File: config.mk
export PLATFORM = sky130hd
export DESIGN_NAME = div_sequencer
export DESIGN_NICKNAME = d
export VERILOG_FILES = /design/src/rtl/div_sequencer.sv
export SDC_FILE = /design/constraint.sdc
export NUM_CORES = 1
export LEC_CHECK = 0
export BUFFER_PORTS_ARGS = -buffer_cell sky130_fd_sc_hd__buf_2
export CORE_MARGIN = 2
export CORE_UTILIZATION = 58
export CTS_CLUSTER_DIAMETER = 200
export CTS_CLUSTER_SIZE = 30
export DETAILED_ROUTE_END_ITERATION = 10
export GPL_ROUTABILITY_DRIVEN = 0
export PLACE_DENSITY = 0.86
export SETUP_SLACK_MARGIN = 0.1
export SLEW_MARGIN = 20
export SYNTH_ARGS = -nofsm -noshare
export SYNTH_HDL_FRONTEND = slang
export SYNTH_SLANG_ARGS = --single-unit
File: constraint.sdc
create_clock -name clk -period 4.1 [get_ports clk]
set_clock_uncertainty 0.15 [all_clocks]
set_input_delay 0.615 -clock clk [delete_from_list [all_inputs] [get_ports clk]]
set_output_delay 0.615 -clock clk [all_outputs]
set_load 0.03 [all_outputs]
File: src/rtl/div_sequencer.sv
// Sequencer for the shared iterative radix-2 restoring divider (DIV/DIVU/REM/REMU).
// Operands are latched in IDLE, special cases are resolved in SETUP, and the result is held in DONE.
module div_sequencer #(
  parameter int unsigned XLEN  = 32,
  parameter int unsigned CNT_W = 6
) (
  input  logic            clk,
  input  logic            Rst,
  input  logic            start,
  input  logic [2:0]      divsel,
  input  logic [XLEN-1:0] dividend,
  input  logic [XLEN-1:0] divisor,
  input  logic [4:0]      rd_in,
  input  logic            hold,
  input  logic            flush,
  output logic            busy,
  output logic            div_ready,
  output logic [XLEN-1:0] divres,
  output logic [4:0]      res_rd
);

  localparam int unsigned SW = XLEN + 1;

  typedef enum logic [2:0] {
    S_IDLE  = 3'd0,
    S_SETUP = 3'd1,
    S_ITER  = 3'd2,
    S_FIX   = 3'd3,
    S_DONE  = 3'd4
  } state_t;

  state_t          r_state;
  state_t          w_next;

  logic [1:0]      r_op;
  logic [XLEN-1:0] r_quo;
  logic [XLEN-1:0] r_rem;
  logic [XLEN-1:0] r_dvs;
  logic [CNT_W-1:0] r_cnt;
  logic            r_qneg;
  logic            r_rneg;
  logic [XLEN-1:0] r_divres;
  logic [4:0]      r_res_rd;

  logic            w_signed;
  logic            w_dvd_neg;
  logic            w_dvs_neg;
  logic            w_div_zero;
  logic            w_ovf;
  logic            w_special;
  logic [XLEN-1:0] w_special_res;
  logic [XLEN-1:0] w_abs_dvd;
  logic [XLEN-1:0] w_abs_dvs;
  logic [SW-1:0]   w_shift;
  logic [SW-1:0]   w_diff;
  logic            w_ge;
  logic [XLEN-1:0] w_quo_fix;
  logic [XLEN-1:0] w_rem_fix;
  logic            w_unused;

  assign w_unused = divsel[2];

  // SETUP-stage decode: in SETUP r_quo still holds the raw dividend and r_dvs the raw divisor.
  assign w_signed   = ~r_op[0];
  assign w_dvd_neg  = w_signed & r_quo[XLEN-1];
  assign w_dvs_neg  = w_signed & r_dvs[XLEN-1];
  assign w_div_zero = (r_dvs == '0);
  assign w_ovf      = w_signed && (r_quo == {1'b1, {(XLEN-1){1'b0}}}) && (r_dvs == '1);
  assign w_special  = w_div_zero | w_ovf;
  assign w_abs_dvd  = w_dvd_neg ? ((~r_quo) + XLEN'(1)) : r_quo;
  assign w_abs_dvs  = w_dvs_neg ? ((~r_dvs) + XLEN'(1)) : r_dvs;

  always_comb begin
    w_special_res = '0;
    if (w_div_zero) begin
      w_special_res = r_op[1] ? r_quo : '1;
    end else if (w_ovf) begin
      w_special_res = r_op[1] ? '0 : r_quo;
    end
  end

  // One restoring step: shift {rem,quo} left and subtract with a full XLEN+1 bit width.
  assign w_shift = {r_rem, r_quo[XLEN-1]};
  assign w_diff  = w_shift - {1'b0, r_dvs};
  assign w_ge    = (w_shift >= {1'b0, r_dvs});

  assign w_quo_fix = r_qneg ? ((~r_quo) + XLEN'(1)) : r_quo;
  assign w_rem_fix = r_rneg ? ((~r_rem) + XLEN'(1)) : r_rem;

  always_ff @(posedge clk or negedge Rst) begin
    if (!Rst) begin
      r_state <= S_IDLE;
    end else begin
      r_state <= w_next;
    end
  end

  always_comb begin
    w_next = r_state;
    if (flush) begin
      w_next = S_IDLE;
    end else if (!hold) begin
      case (r_state)
        S_IDLE:  if (start) w_next = S_SETUP;
        S_SETUP: w_next = w_special ? S_DONE : S_ITER;
        S_ITER:  if (r_cnt == CNT_W'(1)) w_next = S_FIX;
        S_FIX:   w_next = S_DONE;
        S_DONE:  if (!start) w_next = S_IDLE;
        default: w_next = S_IDLE;
      endcase
    end
  end

  // Datapath registers; frozen by hold, left untouched by flush (the FSM discards the work).
  always_ff @(posedge clk or negedge Rst) begin
    if (!Rst) begin
      r_op     <= '0;
      r_quo    <= '0;
      r_rem    <= '0;
      r_dvs    <= '0;
      r_cnt    <= '0;
      r_qneg   <= 1'b0;
      r_rneg   <= 1'b0;
      r_divres <= '0;
      r_res_rd <= '0;
    end else if (!flush && !hold) begin
      case (r_state)
        S_IDLE: begin
          if (start) begin
            r_op     <= divsel[1:0];
            r_quo    <= dividend;
            r_dvs    <= divisor;
            r_rem    <= '0;
            r_res_rd <= rd_in;
          end
        end
        S_SETUP: begin
          r_qneg <= w_dvd_neg ^ w_dvs_neg;
          r_rneg <= w_dvd_neg;
          r_quo  <= w_abs_dvd;
          r_dvs  <= w_abs_dvs;
          r_rem  <= '0;
          r_cnt  <= CNT_W'(XLEN);
          if (w_special) begin
            r_divres <= w_special_res;
          end
        end
        S_ITER: begin
          r_quo <= {r_quo[XLEN-2:0], w_ge};
          r_rem <= w_ge ? w_diff[XLEN-1:0] : w_shift[XLEN-1:0];
          r_cnt <= r_cnt - CNT_W'(1);
        end
        S_FIX: begin
          r_divres <= r_op[1] ? w_rem_fix : w_quo_fix;
        end
        default: begin
        end
      endcase
    end
  end

  assign busy      = (r_state != S_IDLE);
  assign div_ready = (r_state == S_DONE);
  assign divres    = r_divres;
  assign res_rd    = r_res_rd;

endmodule

==> results of run 1 <==
-- layer usage --
| layer | global-route usage, % | part of all wire [%] |
|---|---|---|
| met4 | 13.6 | 4.0 |
| met1 | 45.2 | 39 |
| met5 | 0 | 0 |
| met2 | 54.8 | 46 |
| met3 | 7.26 | 11 |
-- state kept, by name, summed over array words and instances (netlist names) --
register,cells
divres,32
r_dvs,32
r_quo,32
r_rem,32
r_cnt,6
res_rd,5
r_state,3
r_op,2
r_qneg,1
r_rneg,1
-- cell type report --
class	count	area [um2]
inverters	48	180
multi-input cells	1151	7150
repair buffers	141	792
flip-flops and latches	146	3650
clock inverters	15	121
clock buffers	17	425
fillers	1623	6680
well taps	265	332
-- cell families after synthesis --
logic type	count (synthesis)
and+or+nand+nor	539
AOI/OAI and AO/OA	480
buffers and inverters	154
DFF	146
xor gates and xnor gates	91
adders and majority gates	39
muxes	2
-- worst paths after layout --
check / start / end / slack [ns] / cells past startpoint
max: r_quo[0]$_DFFE_PN0P_ / divres[1]$_DFFE_PN0P_ / 0.30 / 10
max reg2reg: r_quo[0]$_DFFE_PN0P_ / divres[1]$_DFFE_PN0P_ / 0.30 / 10
min reg2reg: res_rd[3]$_DFFE_PN0P_ / res_rd[3]$_DFFE_PN0P_ / 0.32 / 2
min in group clk: rd_in[4] / res_rd[4]$_DFFE_PN0P_ / 0.21 / 3
max in group asynchronous: Rst / r_dvs[25]$_DFFE_PN0P_ / 2.84 / 2
min: Rst / divres[11]$_DFFE_PN0P_ / 0.12 / 1
-- power by group through the flow --
stage	Combinational (mW)	Clock (mW)	Sequential (mW)
4_1_cts	1.61	1.49	2.09
5_1_grt	1.80	1.55	2.14
3_5_place_dp	1.59	0	2.11
6_report	1.65	1.48	2.12
2_1_floorplan	1.30	0	1.88
3_3_place_gp	1.55	0	2.10
-- cells in the mapped netlist (15+ instances only) --
master,count
a21o_1,16
clkbuf_1,90
xnor2_1,41
o211ai_1,45
ha_1,38
inv_1,47
a221oi_1,25
a21oi_1,106
dfrtp_1,146
o21ai_1,17
xor2_1,50
nor2_1,97
a221o_1,15
nor3b_1,16
o21ai_0,125
a211oi_1,24
nand2_1,214
nand3_1,16
or3_1,40
o31ai_1,32
nor3_1,49
nand4_1,23
-- through the flow --
step	instances	util (%)	hold WS [ns]	setup slack [ns]	area, um2
final	1783	65.5	0.117	0.304	12700
after global routing	1783	65.5	0.183	0.117	12700
after CTS	1783	65.5	0.151	0.395	12700
after detailed placement	1751	62.6	0.310	0.447	12100
after global placement	1751	62.6	0.306	0.563	12100
after floorplan	1451	-	0.169	0.920	11400
==> results.yml, run 1 <==
run_status:
  status: "finished clean"
synthesis:
  syn_nets: 1567
  synth_top_family_by_area: "compound AO/OA/AOI/OAI gates"
  ys_types: 77
  yosys-top-cells-area: "dfrtp_1, nand2_1, o21ai_0"
  synth-compound-area-share_pct: 27.6
  synth.mux.area_fraction_pct: 0.176
  syn_inst: 1451
  async_reset_ff_share_pct: 100
  synth_seq_cells: 146
  syn-cell-area_um2: 11400
  synth_fa_ha_area_share_pct: 4.36
  synth_flop_cell: "dfrtp_1"
  yosysSeqAreaShare_pct: 32.2
  avgSynthCellArea_um2: 7.83
  yosys_warnings: 0
  synth-simple-area-share_pct: 23.4
  yosys.area.top_type: "dfrtp_1"
  synth-edff-count: 0
  synth_xor_area_share_pct: 7.02
  synth_top_cell_area_share_pct: 32.2
power_and_ir_drop:
  switching_share_pct: 41.5
  p_comb_share_pct: 31.4
  p_switching_mw: 2.18
  power_mw: 5.25
  ir_worst_vdd_v: 0.000305
  clkPwrFrac_pct: 28.3
  p_leak_nw: 5.54
  powerDensity_nw_per_um2: 415
  power.internal_mw: 3.07
  seqPwrFrac_pct: 40.3
grt:
  grt_pass1_wl_mm: 55.8
  grt_max_degree: 90
  grt_pass1_vias: 10700
  grt_antenna_before_repair: 0
  grt.overflow.total: 0
  grtUsageTotal_pct: 34.2
clock_network:
  clk_path_buf_depth: 2
  root_buffer: "clkbuf_16"
  cts_sinks: 146
  cts_hold_buf: 0
  cts_setup_buffers: 0
  cts_tree: "yes"
  cts_resized: 0
  numCtsBuffers: 17
  cts.htree.levels: 4
  clk_pin_slew_ns: 0.07
  insertion_delay_ns: 0.44
timing:
  setup_viol: 0
  max_freq_mhz: 263
  tightestPinTransition_ns: 1.06
  rsz0062_at_grt: "false"
  drv_slew: 0
  final.period_utilization_pct: 92.6
  slew_headroom_pct: 29.6
  finalHoldViolations: 0
  period_minus_slack_ns: 3.80
  setup_tns_ns: 0
setup_path:
  critPathBufInv: 2
  crit_path_cell_trace: "inv_1 -> ha_1 -> or3b_2 -> nor4_4 -> nand3_2 -> nor3_2 -> nor3_1 -> nand3b_4 -> buf_4 -> o31ai_1"
  worstPathRequired_ns: 4.29
  cp_slowest_cell: "or3b_2"
  cp-start-kind: "register"
  cp.arrival_ns: 3.98
  cpPeakStageDelay_ns: 0.55
  crit_type: "reg -> reg"
  crit_fanout: 47
  endpoint_kind: "register"
  cp_top_family: "simple AND/OR/NAND/NOR gates"
routing:
  ant_nets: 0
  wl_per_cell_um: 20.1
  drt-initial-drc-count: 1369
  vias: 11900
  wirelength_mm: 35.8
  via_per_inst: 6.66
  dr.pass1.iters: 7
  drcViolationCount: 0
cells_and_area:
  layout_common_cells: "nand2_1, dfrtp_1, o21ai_0, buf_2, a21oi_1"
  area_growth_pct: 11.4
  layout_commonest_cell: "nand2_1"
  num_antenna_cells: 0
  drive_above_1_share_pct: 13.0
  fin_nets: 1621
floorplanning:
  core_area_um2: 19300
  dieArea_um2: 20700
  die_w_um: 144
  initial_utilization_pct: 58.7
  die_h_um: 144
  rows: 51
  ios: 116
job:
  cap_violations: 0
min_path:
  holdCritPathClass: "in -> async"
place:
  place_hpwl_mm: 25.9
  io_buffer_count: 114
No activity file was read; power rests on OpenSTA's default activity.
==> inputs of run 2 (changes only) <==
ABC_AREA = 1   (was not set)
PLACE_DENSITY = 0.85   (was 0.86)
==> results.yml, run 2 <==
synthesis:
  ys_types: 52
  avgSynthCellArea_um2: 6.09
  synth_flop_cell: "dfrtp_1"
  syn-cell-area_um2: 13000
  synth_top_cell_area_share_pct: 28.1
  yosys.area.top_type: "dfrtp_1"
  synth_commonest_cells: "nand2_1, nor2_1, inv_1"
  syn_inst: 2134
  synth.most_common_cell: "nand2_1"
  synth-edff-count: 0
  async_reset_ff_share_pct: 100
  syn_nets: 2250
  yosys_warnings: 0
  yosys-top-cells-area: "dfrtp_1, nand2_1, nand3_1"
  synth_seq_cells: 146
  yosysSeqAreaShare_pct: 28.1
clock_network:
  clk_path_buf_depth: 2
  cts_tree: "yes"
  cts_setup_buffers: 0
  insertion_delay_ns: 0.45
  cts.htree.levels: 4
  cts_sinks: 146
  root_buffer: "clkbuf_16"
  numCtsBuffers: 17
  clk_pin_slew_ns: 0.07
  cts_hold_buf: 0
  cts_resized: 0
setup_path:
  cpMostUsedCell: "nand2_1"
  cp_top_family: "simple AND/OR/NAND/NOR gates"
  critPathBufInv: 1
  crit_fanout: 33
  crit_type: "reg -> reg"
  crit_cells: 13
  endpoint_kind: "register"
  crit_path_cell_trace: "inv_1 -> ha_1 -> nand2_1 -> nor2_1 -> nand2_1 -> nor2_1 -> nand2_1 -> nand3_1 -> nand2_2 -> nand2_2 -> nand2_1 -> nand3_1 -> nand2_1"
  ff2ff_path_depth: 13
  cp_slowest_cell: "nand2_2"
  worstPathRequired_ns: 4.28
  cpPeakStageDelay_ns: 0.50
  cp.arrival_ns: 3.18
  cp-start-kind: "register"
routing:
  drt-initial-drc-count: 2494
  wl_per_cell_um: 17.6
  dr.max_layer_used: "met5"
  dr.pass1.iters: 11
  wl_met1_mm: 17.2
  met3_length_mm: 6.01
  via_per_inst: 6.09
  met2WireLength_mm: 18.9
  wirelength_mm: 44.1
  ant_nets: 0
  drcViolationCount: 3
  vias: 15300
power_and_ir_drop:
  p_comb_share_pct: 51.0
  power.internal_mw: 4.04
  switching_share_pct: 51.5
  p_switching_mw: 4.29
  seqPwrFrac_pct: 28.4
  powerDensity_nw_per_um2: 580
  clkPwrFrac_pct: 20.6
  power_mw: 8.34
  ir_worst_vdd_v: 0.000401
  p_leak_nw: 7.74
timing:
  period_minus_slack_ns: 2.99
  rsz0062_at_grt: "false"
  drv_slew: 0
  setup_viol: 0
  max_freq_mhz: 334
  slew_headroom_pct: 33.1
  tightestPinTransition_ns: 1.00
  final.period_utilization_pct: 73.0
  whs_ns: -0.0136
  finalHoldViolations: 7
  setup_tns_ns: 0
job:
  cap_violations: 0
cells_and_area:
  drive_above_1_share_pct: 10.3
  fin_cells: 2503
  design_area_um2: 14400
  layout_common_cells: "nand2_1, nor2_1, inv_1, nand3_1, o21ai_0"
  num_antenna_cells: 0
  fin_util_pct: 65.6
  area_growth_pct: 10.6
  fill_cells: 1992
  layout_commonest_cell: "nand2_1"
  fin_nets: 2326
grt:
  grt_antenna_before_repair: 0
  grt_pass1_wl_mm: 69.8
  grt_pass1_vias: 13900
  grt.overflow.total: 0
  grt_max_degree: 89
  grtUsageTotal_pct: 36.8
place:
  placed_area_um2: 13700
  io_buffer_count: 114
  dpl.cell_count: 2471
  place_hpwl_mm: 33.2
floorplanning:
  core_area_um2: 21900
  initial_utilization_pct: 59.4
  dieArea_um2: 23600
  die_h_um: 154
  ios: 116
  rows: 54
  die_w_um: 154
run_status:
  violations: "DRC, hold timing"
  status: "finished with violations"
min_path:
  holdCritPathClass: "in -> async"
run 2: cell count changes after synthesis, sizes merged, moves of 26 or more:
cell	before	now
clkbuf	90	42
inv	47	223
nand2	214	730
nand3	17	208
nor2	97	230
o211ai	45	15
o21ai	143	171
o31ai	32	0
or3	40	0
xnor2	41	15
run 2: final timing paths:
check	end	from	slack, ns
setup / recovery	r_rem[15]$_DFFE_PN0P_	r_dvs[23]$_DFFE_PN0P_	1.11
hold / removal	r_rem[21]$_DFFE_PN0P_	Rst	-0.01
setup reg to reg	r_rem[15]$_DFFE_PN0P_	r_dvs[23]$_DFFE_PN0P_	1.11
hold reg to reg	res_rd[3]$_DFFE_PN0P_	res_rd[3]$_DFFE_PN0P_	0.32
max in group asynchronous	r_quo[16]$_DFFE_PN0P_	Rst	2.93
min in group clk	res_rd[3]$_DFFE_PN0P_	rd_in[3]	0.22
run 2: layer usage:
layer	GRT usage (%)	up-vias
met5	1.86	-
met4	15.1	2
met3	10.1	175
met2	55.4	1048
met1	50.2	6892
li1	-	7133
run 2: cell families after synthesis:
group,synth area share (%)
xor gates and xnor gates,2.96
DFF,28.1
and+or+nand+nor,40.6
AOI/OAI and AO/OA,15.3
adders and majority gates,3.81
buffers and inverters,9.23
run 2: layout make-up:
| cell class | instances | area [um2] | area share (%) |
|---|---|---|---|
| multi-input combinational | 1686 | 8150 | 56.7 |
| inverter | 226 | 850 | 5.91 |
| clock buffer | 18 | 439 | 3.06 |
| timing repair buffer | 133 | 732 | 5.09 |
| tap | 280 | 350 | 2.44 |
| clock inverter | 14 | 193 | 1.34 |
| sequential | 146 | 3650 | 25.4 |
run 2: per-stage QoR:
stage	hold slack [ns]	worst slack, ns
global placement	0.302	1.22
global route	0.0360	0.804
detailed placement	0.309	1.18
CTS	0.0166	1.16
floorplan	0.169	1.87
finish	-0.0136	1.11
run 2: power by group through the flow:
stage	Sequential [mW]	Clock, mW	Combinational (mW)
after floorplan	2.25	0	2.90
after global placement	2.34	0	3.92
after detailed placement	2.35	0	4.01
after CTS	2.33	1.72	4.05
after global routing	2.41	1.79	4.60
final	2.37	1.72	4.25
